[src/rtl/div_pkg.sv]
// Shared definitions for the iterative divider and its stall controller.
package div_pkg;

  localparam int unsigned DIV_XLEN           = 32;
  localparam int unsigned DIV_BITS_PER_CYCLE = 4;

  // RV32M division operation encodings
  localparam logic [1:0] DIV_OP_DIV  = 2'b00;
  localparam logic [1:0] DIV_OP_DIVU = 2'b01;
  localparam logic [1:0] DIV_OP_REM  = 2'b10;
  localparam logic [1:0] DIV_OP_REMU = 2'b11;

  typedef enum logic [1:0] {
    ST_IDLE = 2'd0,
    ST_PREP = 2'd1,
    ST_ITER = 2'd2,
    ST_DONE = 2'd3
  } div_state_e;

  // Start-to-valid distance; the stall controller derives its stall count from this.
  function automatic int unsigned div_latency(input int unsigned xlen,
                                              input int unsigned bits_per_cycle);
    return xlen / bits_per_cycle + 2;
  endfunction

endpackage

[src/rtl/div_step.sv]
// One iteration of radix-2^BITS_PER_CYCLE restoring division: chained
// shift-and-trial-subtract stages, MSB of the dividend chunk first.
module div_step #(
  parameter int unsigned XLEN           = 32,
  parameter int unsigned BITS_PER_CYCLE = 4
) (
  input  logic [XLEN-1:0]           rem_in,
  input  logic [BITS_PER_CYCLE-1:0] chunk,
  input  logic [XLEN-1:0]           divisor,
  output logic [XLEN-1:0]           rem_out,
  output logic [BITS_PER_CYCLE-1:0] q_bits
);

  logic [XLEN-1:0]           rem_v;
  logic [XLEN:0]             shifted;
  logic [XLEN:0]             diff;
  logic [BITS_PER_CYCLE-1:0] chunk_v;
  logic [BITS_PER_CYCLE-1:0] q_v;

  // Chain of restoring stages; diff[XLEN] is the borrow of the trial subtraction
  always_comb begin
    rem_v   = rem_in;
    chunk_v = chunk;
    q_v     = '0;
    shifted = '0;
    diff    = '0;
    for (int unsigned i = 0; i < BITS_PER_CYCLE; i++) begin
      shifted = {rem_v, chunk_v[BITS_PER_CYCLE-1]};
      chunk_v = chunk_v << 1;
      diff    = shifted - {1'b0, divisor};
      if (!diff[XLEN]) begin
        rem_v = diff[XLEN-1:0];
        q_v   = (q_v << 1) | BITS_PER_CYCLE'(1);
      end else begin
        rem_v = shifted[XLEN-1:0];
        q_v   = q_v << 1;
      end
    end
    rem_out = rem_v;
    q_bits  = q_v;
  end

endmodule

[src/rtl/iter_div_unit.sv]
// Fixed-latency multi-cycle RV32M divider (DIV/DIVU/REM/REMU) for the execute stage.
module iter_div_unit
  import div_pkg::*;
#(
  parameter int unsigned XLEN           = DIV_XLEN,
  parameter int unsigned BITS_PER_CYCLE = DIV_BITS_PER_CYCLE
) (
  input  logic            clk,
  input  logic            rst_n,
  input  logic            start,
  input  logic [1:0]      op,
  input  logic [XLEN-1:0] dividend,
  input  logic [XLEN-1:0] divisor,
  input  logic            flush,
  output logic            busy,
  output logic            valid,
  output logic [XLEN-1:0] result
);

  localparam int unsigned LATENCY = div_latency(XLEN, BITS_PER_CYCLE);
  localparam int unsigned ITERS   = LATENCY - 2;
  localparam int unsigned CNT_W   = (ITERS > 1) ? $clog2(ITERS) : 1;
  localparam logic [XLEN-1:0] MIN_NEG = {1'b1, {(XLEN-1){1'b0}}};

  if ((XLEN % BITS_PER_CYCLE) != 0) begin : g_bad_radix
    $error("iter_div_unit: XLEN must be a multiple of BITS_PER_CYCLE");
  end

  div_state_e                state_q, state_d;
  logic                      accept;
  logic [1:0]                op_q;
  logic [XLEN-1:0]           a_q, b_q;
  logic [XLEN-1:0]           rem_q, quo_q;
  logic [CNT_W-1:0]          cnt_q;
  logic                      q_neg_q, r_neg_q, dbz_q, ovf_q;
  logic                      signed_op, is_rem;
  logic [XLEN-1:0]           a_abs, b_abs;
  logic [XLEN-1:0]           step_rem;
  logic [BITS_PER_CYCLE-1:0] step_q;
  logic [XLEN-1:0]           quo_next;
  logic [XLEN-1:0]           q_fix, r_fix, result_next;

  // State register
  always_ff @(posedge clk) begin
    if (!rst_n) state_q <= ST_IDLE;
    else        state_q <= state_d;
  end

  // Next-state logic; flush beats start, and a committed DONE cannot be flushed
  always_comb begin
    state_d = state_q;
    accept  = 1'b0;
    unique case (state_q)
      ST_IDLE: begin
        accept = start && !flush;
        if (accept) state_d = ST_PREP;
      end
      ST_PREP: state_d = flush ? ST_IDLE : ST_ITER;
      ST_ITER: begin
        if (flush)              state_d = ST_IDLE;
        else if (cnt_q == '0)   state_d = ST_DONE;
      end
      ST_DONE: begin
        accept  = start && !flush;
        state_d = accept ? ST_PREP : ST_IDLE;
      end
      default: state_d = ST_IDLE;
    endcase
  end

  // Operation decode and operand magnitude for the signed ops
  always_comb begin
    signed_op = 1'b0;
    is_rem    = 1'b0;
    unique case (op_q)
      DIV_OP_DIV:  begin signed_op = 1'b1; is_rem = 1'b0; end
      DIV_OP_DIVU: begin signed_op = 1'b0; is_rem = 1'b0; end
      DIV_OP_REM:  begin signed_op = 1'b1; is_rem = 1'b1; end
      DIV_OP_REMU: begin signed_op = 1'b0; is_rem = 1'b1; end
      default:     begin signed_op = 1'b0; is_rem = 1'b0; end
    endcase
    a_abs = (signed_op && a_q[XLEN-1]) ? (~a_q + XLEN'(1)) : a_q;
    b_abs = (signed_op && b_q[XLEN-1]) ? (~b_q + XLEN'(1)) : b_q;
  end

  div_step #(
    .XLEN           (XLEN),
    .BITS_PER_CYCLE (BITS_PER_CYCLE)
  ) u_step (
    .rem_in  (rem_q),
    .chunk   (a_q[XLEN-1 -: BITS_PER_CYCLE]),
    .divisor (b_q),
    .rem_out (step_rem),
    .q_bits  (step_q)
  );

  // Final result with sign correction; REM by zero falls out of the
  // iteration as |dividend| re-signed, i.e. the dividend itself
  always_comb begin
    quo_next = (quo_q << BITS_PER_CYCLE) | XLEN'(step_q);
    q_fix    = q_neg_q ? (~quo_next + XLEN'(1)) : quo_next;
    r_fix    = r_neg_q ? (~step_rem + XLEN'(1)) : step_rem;
    if (dbz_q) q_fix = '1;
    if (ovf_q) begin
      q_fix = MIN_NEG;
      r_fix = '0;
    end
    result_next = is_rem ? r_fix : q_fix;
  end

  // Datapath: latch at accept, condition in PREP, iterate, register result
  always_ff @(posedge clk) begin
    if (!rst_n) begin
      op_q    <= '0;
      a_q     <= '0;
      b_q     <= '0;
      rem_q   <= '0;
      quo_q   <= '0;
      cnt_q   <= '0;
      q_neg_q <= 1'b0;
      r_neg_q <= 1'b0;
      dbz_q   <= 1'b0;
      ovf_q   <= 1'b0;
      result  <= '0;
    end else begin
      if (accept) begin
        op_q <= op;
        a_q  <= dividend;
        b_q  <= divisor;
      end
      if (state_q == ST_PREP) begin
        a_q     <= a_abs;
        b_q     <= b_abs;
        q_neg_q <= signed_op && (a_q[XLEN-1] ^ b_q[XLEN-1]);
        r_neg_q <= signed_op && a_q[XLEN-1];
        dbz_q   <= (b_q == '0);
        ovf_q   <= signed_op && (a_q == MIN_NEG) && (b_q == '1);
        rem_q   <= '0;
        quo_q   <= '0;
        cnt_q   <= CNT_W'(ITERS - 1);
      end
      if (state_q == ST_ITER) begin
        a_q   <= a_q << BITS_PER_CYCLE;
        rem_q <= step_rem;
        quo_q <= quo_next;
        cnt_q <= cnt_q - CNT_W'(1);
        if (state_d == ST_DONE) result <= result_next;
      end
    end
  end

  // Registered status outputs, aligned with the state they describe
  always_ff @(posedge clk) begin
    if (!rst_n) begin
      busy  <= 1'b0;
      valid <= 1'b0;
    end else begin
      busy  <= (state_d == ST_PREP) || (state_d == ST_ITER);
      valid <= (state_d == ST_DONE);
    end
  end

endmodule
[config.mk]
export PLATFORM = sky130hd
export DESIGN_NAME = iter_div_unit
export DESIGN_NICKNAME = d
export VERILOG_FILES = /design/src/rtl/div_pkg.sv /design/src/rtl/div_step.sv /design/src/rtl/iter_div_unit.sv
export SDC_FILE = /design/constraint.sdc
export NUM_CORES = 1
export LEC_CHECK = 0
export BUFFER_PORTS_ARGS = -buffer_cell sky130_fd_sc_hd__buf_2
export CAP_MARGIN = 20
export CORE_MARGIN = 5
export CORE_UTILIZATION = 58
export CTS_CLUSTER_SIZE = 28
export DETAILED_ROUTE_END_ITERATION = 8
export HOLD_SLACK_MARGIN = 0.12
export PLACE_DENSITY = 0.79
export SETUP_SLACK_MARGIN = 0.05
export SLEW_MARGIN = 0
export SYNTH_ARGS = -nofsm -noshare
export SYNTH_HDL_FRONTEND = slang
export SYNTH_SLANG_ARGS = --single-unit
[constraint.sdc]
create_clock -name clk -period 15.35 [get_ports clk]
set_input_delay 0.7675 -clock clk [delete_from_list [all_inputs] [get_ports clk]]
set_output_delay 0.7675 -clock clk [all_outputs]
set_load 0.02 [all_outputs]
==> flow_summary_export.csv, run 1 <==
group,metric,value,unit
route,final_antenna_net_count,0,
synthesis,synth_area_per_cell,7.254,µm²
timing,post-route-period-util,95.25,%
route,routed_via_density,6.907,
worst_setup_path,startpoint_type,"register",
synthesis,postSynthCellCount,2664,
route,drt_iter0_markers,2923,
route,routed_wl,78540,µm
timing,rsz0062_at_grt,"no",
timing,drv_slew,0,
synthesis,synthArstFlopShare,0,%
cells_and_area,drive_above_1_share,10.83,%
worst_setup_path,arrival,14.99,ns
min_path,holdCritPathClass,"register to register",
synthesis,synth_top_area_share,17.51,%
worst_setup_path,crit_path_max_incr_delay,0.56,ns
outcome,outcome,"complete, no violations",
global_routing,antenna_found_initial,1,
timing,fmax,68.40,MHz
route,avgRoutedWirePerCell,24.65,µm
synthesis,ys_ff_latch,169,
cells_and_area,multi_input_area,0.01496,mm²
cells_and_area,seq_area,0.003386,mm²
synthesis,synthTopCellsByArea,"dfxtp_1, ha_1, a21oi_1",
synthesis,yosys-top-cells-count,"nand2_1, a21oi_1, dfxtp_1",
job,cap_violations,0,
synthesis,netlist_area,0.01932,mm²
clock_tree,insertion_delay,0.46,ns
clock_tree,cts-buffers-inserted,17,
placed_design,dp_hpwl,61130,µm
cells_and_area,fin_nets,2945,
synthesis,synth_edf_count,0,
clock_tree,cts.path.max_buffers,2,
synthesis,synth_cell_types,90,
floorplan,fp.coreArea,0.03270,mm²
floorplan,die_h,192.5,µm
route,vias,22012,
timing,finClkSkew,0.01671,ns
global_routing,grt_use_total,41.22,%
global_routing,overflow,0,
cells_and_area,fillers,2949,
floorplan,start_util,59.09,%
floorplan,die_w,192.5,µm
clock_tree,cts_tree,"built",
worst_setup_path,worst_path_most_repeated_cell,"ha_1",
global_routing,grt_pass1_wl,118100,µm
clock_tree,clk_pin_slew,0.08,ns
timing,finalSetupViolations,0,
synthesis,seq_area_frac_synth,17.51,%
placed_design,gp_congestion,1.110,
worst_setup_path,worst-path-max-fanout,39,
worst_setup_path,crit_type,"register to register",
worst_setup_path,end_kind,"register",
placed_design,port_buffers,103,
clock_tree,cts_sinks,169,
worst_setup_path,required,15.72,ns
timing,tightestPinTransition,1.043,ns
timing,fin_tns_setup,0,ns
global_routing,grt_max_degree,90,
timing,period_needed,14.62,ns
clock_tree,htree_levels,4,
synthesis,synth-warning-count,0,
global_routing,grt_pass1_vias,19874,
timing,hold_violations,0,
floorplan,dieArea,0.03707,mm²
route,wl_met2,32370,µm
floorplan,io-pin-count,104,
synthesis,yosysMostFrequentCell,"nand2_1",
worst_setup_path,rrSetupSlack,0.73,ns
synthesis,synth-main-ff-cell,"dfxtp_1",
synthesis,syn_nets,2878,
route,dr.pass1.iters,9,
route,m1WireLength,32280,µm
clock_tree,cts-root-buf,"clkbuf_16",
route,remaining_drc_errors,0,
timing,max_slew_margin,28.69,%
route,top_layer,"met4",
floorplan,num_rows,66,
synthesis,yosysTopAreaCell,"dfxtp_1",
cells_and_area,syn_to_final_growth,9.524,%
route,route.met3.wl,9074,µm
worst_setup_path,slowest_stage,"mux2i_1",
[worst paths after layout]
check,endpoint,cells past startpoint,start
max,result[24]$_SDFFE_PN0P_,57,b_q[23]$_SDFFE_PN0P_
min,result[21]$_SDFFE_PN0P_,1,result[21]$_SDFFE_PN0P_
max reg2reg,result[24]$_SDFFE_PN0P_,57,b_q[23]$_SDFFE_PN0P_
min reg2reg,result[21]$_SDFFE_PN0P_,1,result[21]$_SDFFE_PN0P_
[sequential cells by signal, summed over array words and instances (netlist names)]
name,count
a_q,32
b_q,32
busy,1
cnt_q,3
dbz_q,1
op_q,2
ovf_q,1
q_neg_q,1
quo_q,28
r_neg_q,1
rem_q,32
result,32
state_q,2
valid,1
[critical path: cells and delay by family (launching register included)]
family                   cells  cell delay [ns]
flip-flops                   1             0.42
adder cells (fa/ha/maj)      5             1.90
multiplexers                 3             0.99
AO/OA/AOI/OAI               20             4.85
AND/OR/NAND/NOR             20             4.72
buffers and inverters        7             1.25
XOR/XNOR                     2             0.34
[area by class of cell]
class	count	area share [%]
Sequential cell	169	16.00
Multi-Input combinational cell	2220	70.67
Inverter	134	2.377
Antenna cell	2	0.02365
Clock inverter	11	0.5380
Timing Repair Buffer	189	5.675
Clock buffer	20	2.111
Tap cell	442	2.613
[cell usage in the layout, fill, tap and decap left out, drive strengths merged, types with 26 or more instances in the layout]
cell    count
inv       138
nor2      141
a211oi     47
nand3      97
o21ai     169
nand4      33
nor3       77
o211ai     36
ha        140
a21o       54
mux2i      67
and2       69
xor2       55
o21a       33
nand2b     56
nor2b      81
buf       189
a21oi     229
a21boi     35
o31ai      35
and3       29
nand2     246
xnor2     103
dfxtp     169
or3        26
o22ai      62
[repair_timing]
| action | CTS | global route |
|---|---|---|
| hold buffers | 0 | 0 |
| resized for setup | 0 | 4 |
| setup endpoints to repair | 0 | 23 |
| setup buffers | 0 | 2 |
| hold endpoints to repair | 0 | 0 |
[stage by stage]
step	util, %	worst slack [ns]	instances	area (µm²)	hold WS, ns
global placement	62.86	1.247	3151	20560	0.4437
CTS	64.58	0.8863	3182	21120	0.4722
global route	64.70	0.05996	3185	21160	0.4990
finish	64.72	0.7295	3187	21160	0.4741
floorplan	-	0.1247	2664	19330	0.4398
detailed placement	62.86	0.9824	3151	20560	0.4592
[logic make-up after synthesis]
logic type	Yosys count	synth area share, %
adder cells (fa/ha/maj)	144	9.479
XOR/XNOR	157	7.194
AO/OA/AOI/OAI	899	31.11
AND/OR/NAND/NOR	930	24.48
flip-flops	169	17.51
buffers and inverters	276	5.484
multiplexers	89	4.753
[layer usage]
layer	vias to the layer above	global-route usage (%)
met5	-	0
met4	0	21.45
met3	237	9.208
met2	1393	60.17
met1	10364	56.68
li1	10018	-
Power of run 1 is left out: the tool's default activity adds up to more than one toggle a clock period on the data nets, which glitch-free logic cannot reach.
==> run 2: changes to the inputs <==
Settings changed: PLACE_DENSITY 0.79 to 0.85.
==> run 2 against run 1 <==
Against the previous run: register-to-register slack improved by 0.07 ns; the flow now finishes with violations (DRC); critical path depth is 1 higher; flip-flop and latch count did not move; global-route usage hardly changed; critical endpoint is now result[2]$_SDFFE_PN0P_; highest routed layer unchanged; final cell count is 2.1% higher; cell area is 2.4% higher; first-iteration DRC count decreased by 9.5%.
==> flow_summary_export.csv, run 2 (synthesis gave the netlist of run 1 again) <==
group,metric,value,unit
outcome,outcome,"finished with violations",
outcome,violations,"DRC",
worst_setup_path,arrival,14.96,ns
timing,fin_tns_setup,0,ns
floorplan,dieArea,0.03707,mm²
clock_tree,cts-buffers-inserted,17,
placed_design,port_buffers,103,
timing,finalSetupViolations,0,
clock_tree,clk_pin_slew,0.08,ns
clock_tree,cts.path.max_buffers,2,
placed_design,gp_congestion,1.050,
route,drt_iter0_markers,2646,
clock_tree,insertion_delay,0.48,ns
route,remaining_drc_errors,4,
cells_and_area,drive_above_1_share,12.98,%
global_routing,grt_max_degree,93,
min_path,holdCritPathClass,"register to register",
cells_and_area,fillers,2891,
route,routed_wl,78420,µm
route,final_antenna_net_count,0,
worst_setup_path,rrSetupSlack,0.80,ns
worst_setup_path,end_kind,"register",
worst_setup_path,crit_type,"register to register",
route,avgRoutedWirePerCell,24.11,µm
worst_setup_path,startpoint_type,"register",
min_path,hold_depth,2,
timing,tightestPinTransition,1.177,ns
global_routing,grt_pass1_vias,20531,
timing,finClkSkew,0.01541,ns
timing,fmax,68.71,MHz
clock_tree,cts_tree,"built",
job,cap_violations,0,
global_routing,antenna_found_initial,0,
timing,drv_slew,0,
floorplan,die_w,192.5,µm
floorplan,io-pin-count,104,
timing,post-route-period-util,94.82,%
worst_setup_path,required,15.76,ns
clock_tree,cts-root-buf,"clkbuf_16",
worst_setup_path,crit_path_max_incr_delay,0.52,ns
floorplan,num_rows,66,
global_routing,overflow,0,
worst_setup_path,worst_path_most_repeated_cell,"inv_1",
timing,max_slew_margin,20.40,%
placed_design,dp_hpwl,61650,µm
clock_tree,ctsHoldBuffers,0,
timing,hold_violations,0,
worst_setup_path,worst-path-max-fanout,24,
floorplan,die_h,192.5,µm
cells_and_area,seq_area,0.003386,mm²
route,vias,22058,
cells_and_area,antenna_cells,0,
timing,period_needed,14.55,ns
worst_setup_path,slowest_stage,"ha_1",
clock_tree,htree_levels,4,
floorplan,start_util,59.09,%
cells_and_area,final_cell_mix,"nand2_1, a21oi_1, dfxtp_1",
cells_and_area,syn_to_final_growth,12.17,%
cells_and_area,layout_commonest_cell,"nand2_1",
worst_setup_path,r2r_cells,58,
clock_tree,cts_sinks,169,
route,routed_via_density,6.781,
cells_and_area,multi_input_area,0.01493,mm²
timing,rsz0062_at_grt,"no",
route,dr.pass1.iters,9,
global_routing,grt_pass1_wl,118400,µm
global_routing,grt_use_total,41.20,%
floorplan,fp.coreArea,0.03270,mm²
cells_and_area,fin_nets,3012,
run 2: worst max-delay path: cells and delay by family, from the launching register on:
family                     cells  cell delay, ns
buffers and inverters         10            1.75
muxes                          3            0.89
AOI/OAI and AO/OA             23            5.87
xor gates and xnor gates       2            0.34
and+or+nand+nor               15            3.30
DFF                            1            0.43
adders and majority gates      5            1.82
run 2: metrics by stage:
step                setup slack [ns]  utilization, %  area [µm²]  hold slack, ns  std cells
floorplan                     0.1247               -       19330          0.4398       2664
CTS                           0.9762           66.18       21640          0.4699       3249
finish                        0.7955           66.28       21670          0.4685       3253
global route                 0.07603           66.28       21670          0.4832       3253
global placement               1.497           64.34       21040          0.4465       3217
detailed placement             1.060           64.34       21040          0.4515       3217
run 2: final timing paths:
check,from,to
min,result[18]$_SDFFE_PN0P_,result[18]$_SDFFE_PN0P_
max,b_q[23]$_SDFFE_PN0P_,result[2]$_SDFFE_PN0P_
max reg2reg,b_q[23]$_SDFFE_PN0P_,result[2]$_SDFFE_PN0P_
min reg2reg,result[18]$_SDFFE_PN0P_,result[18]$_SDFFE_PN0P_
run 2: per-layer routing:
layer / track usage, % / share of wire (%) / vias to the layer above
met5: 0 / 0 / -
met4: 27.48 / 7.8 / 0
met3: 10.27 / 10 / 305
met2: 63.93 / 44 / 1403
met1: 50.47 / 38 / 10203
li1: - / - / 10147
run 2: timing repair:
action,CTS,global route
hold endpoints to repair,0,0
resized for setup,0,2
setup endpoints to repair,0,17
buffers inserted,0,4
run 2: layout make-up:
cell class	count	area share (%)
clock buffers	17	1.963
clock inverters	15	0.8197
inverters	134	2.321
multi-input cells	2219	68.89
flip-flops and latches	169	15.62
well taps	442	2.552
repair buffers	257	7.839
Power of run 2 is left out for the same reason.
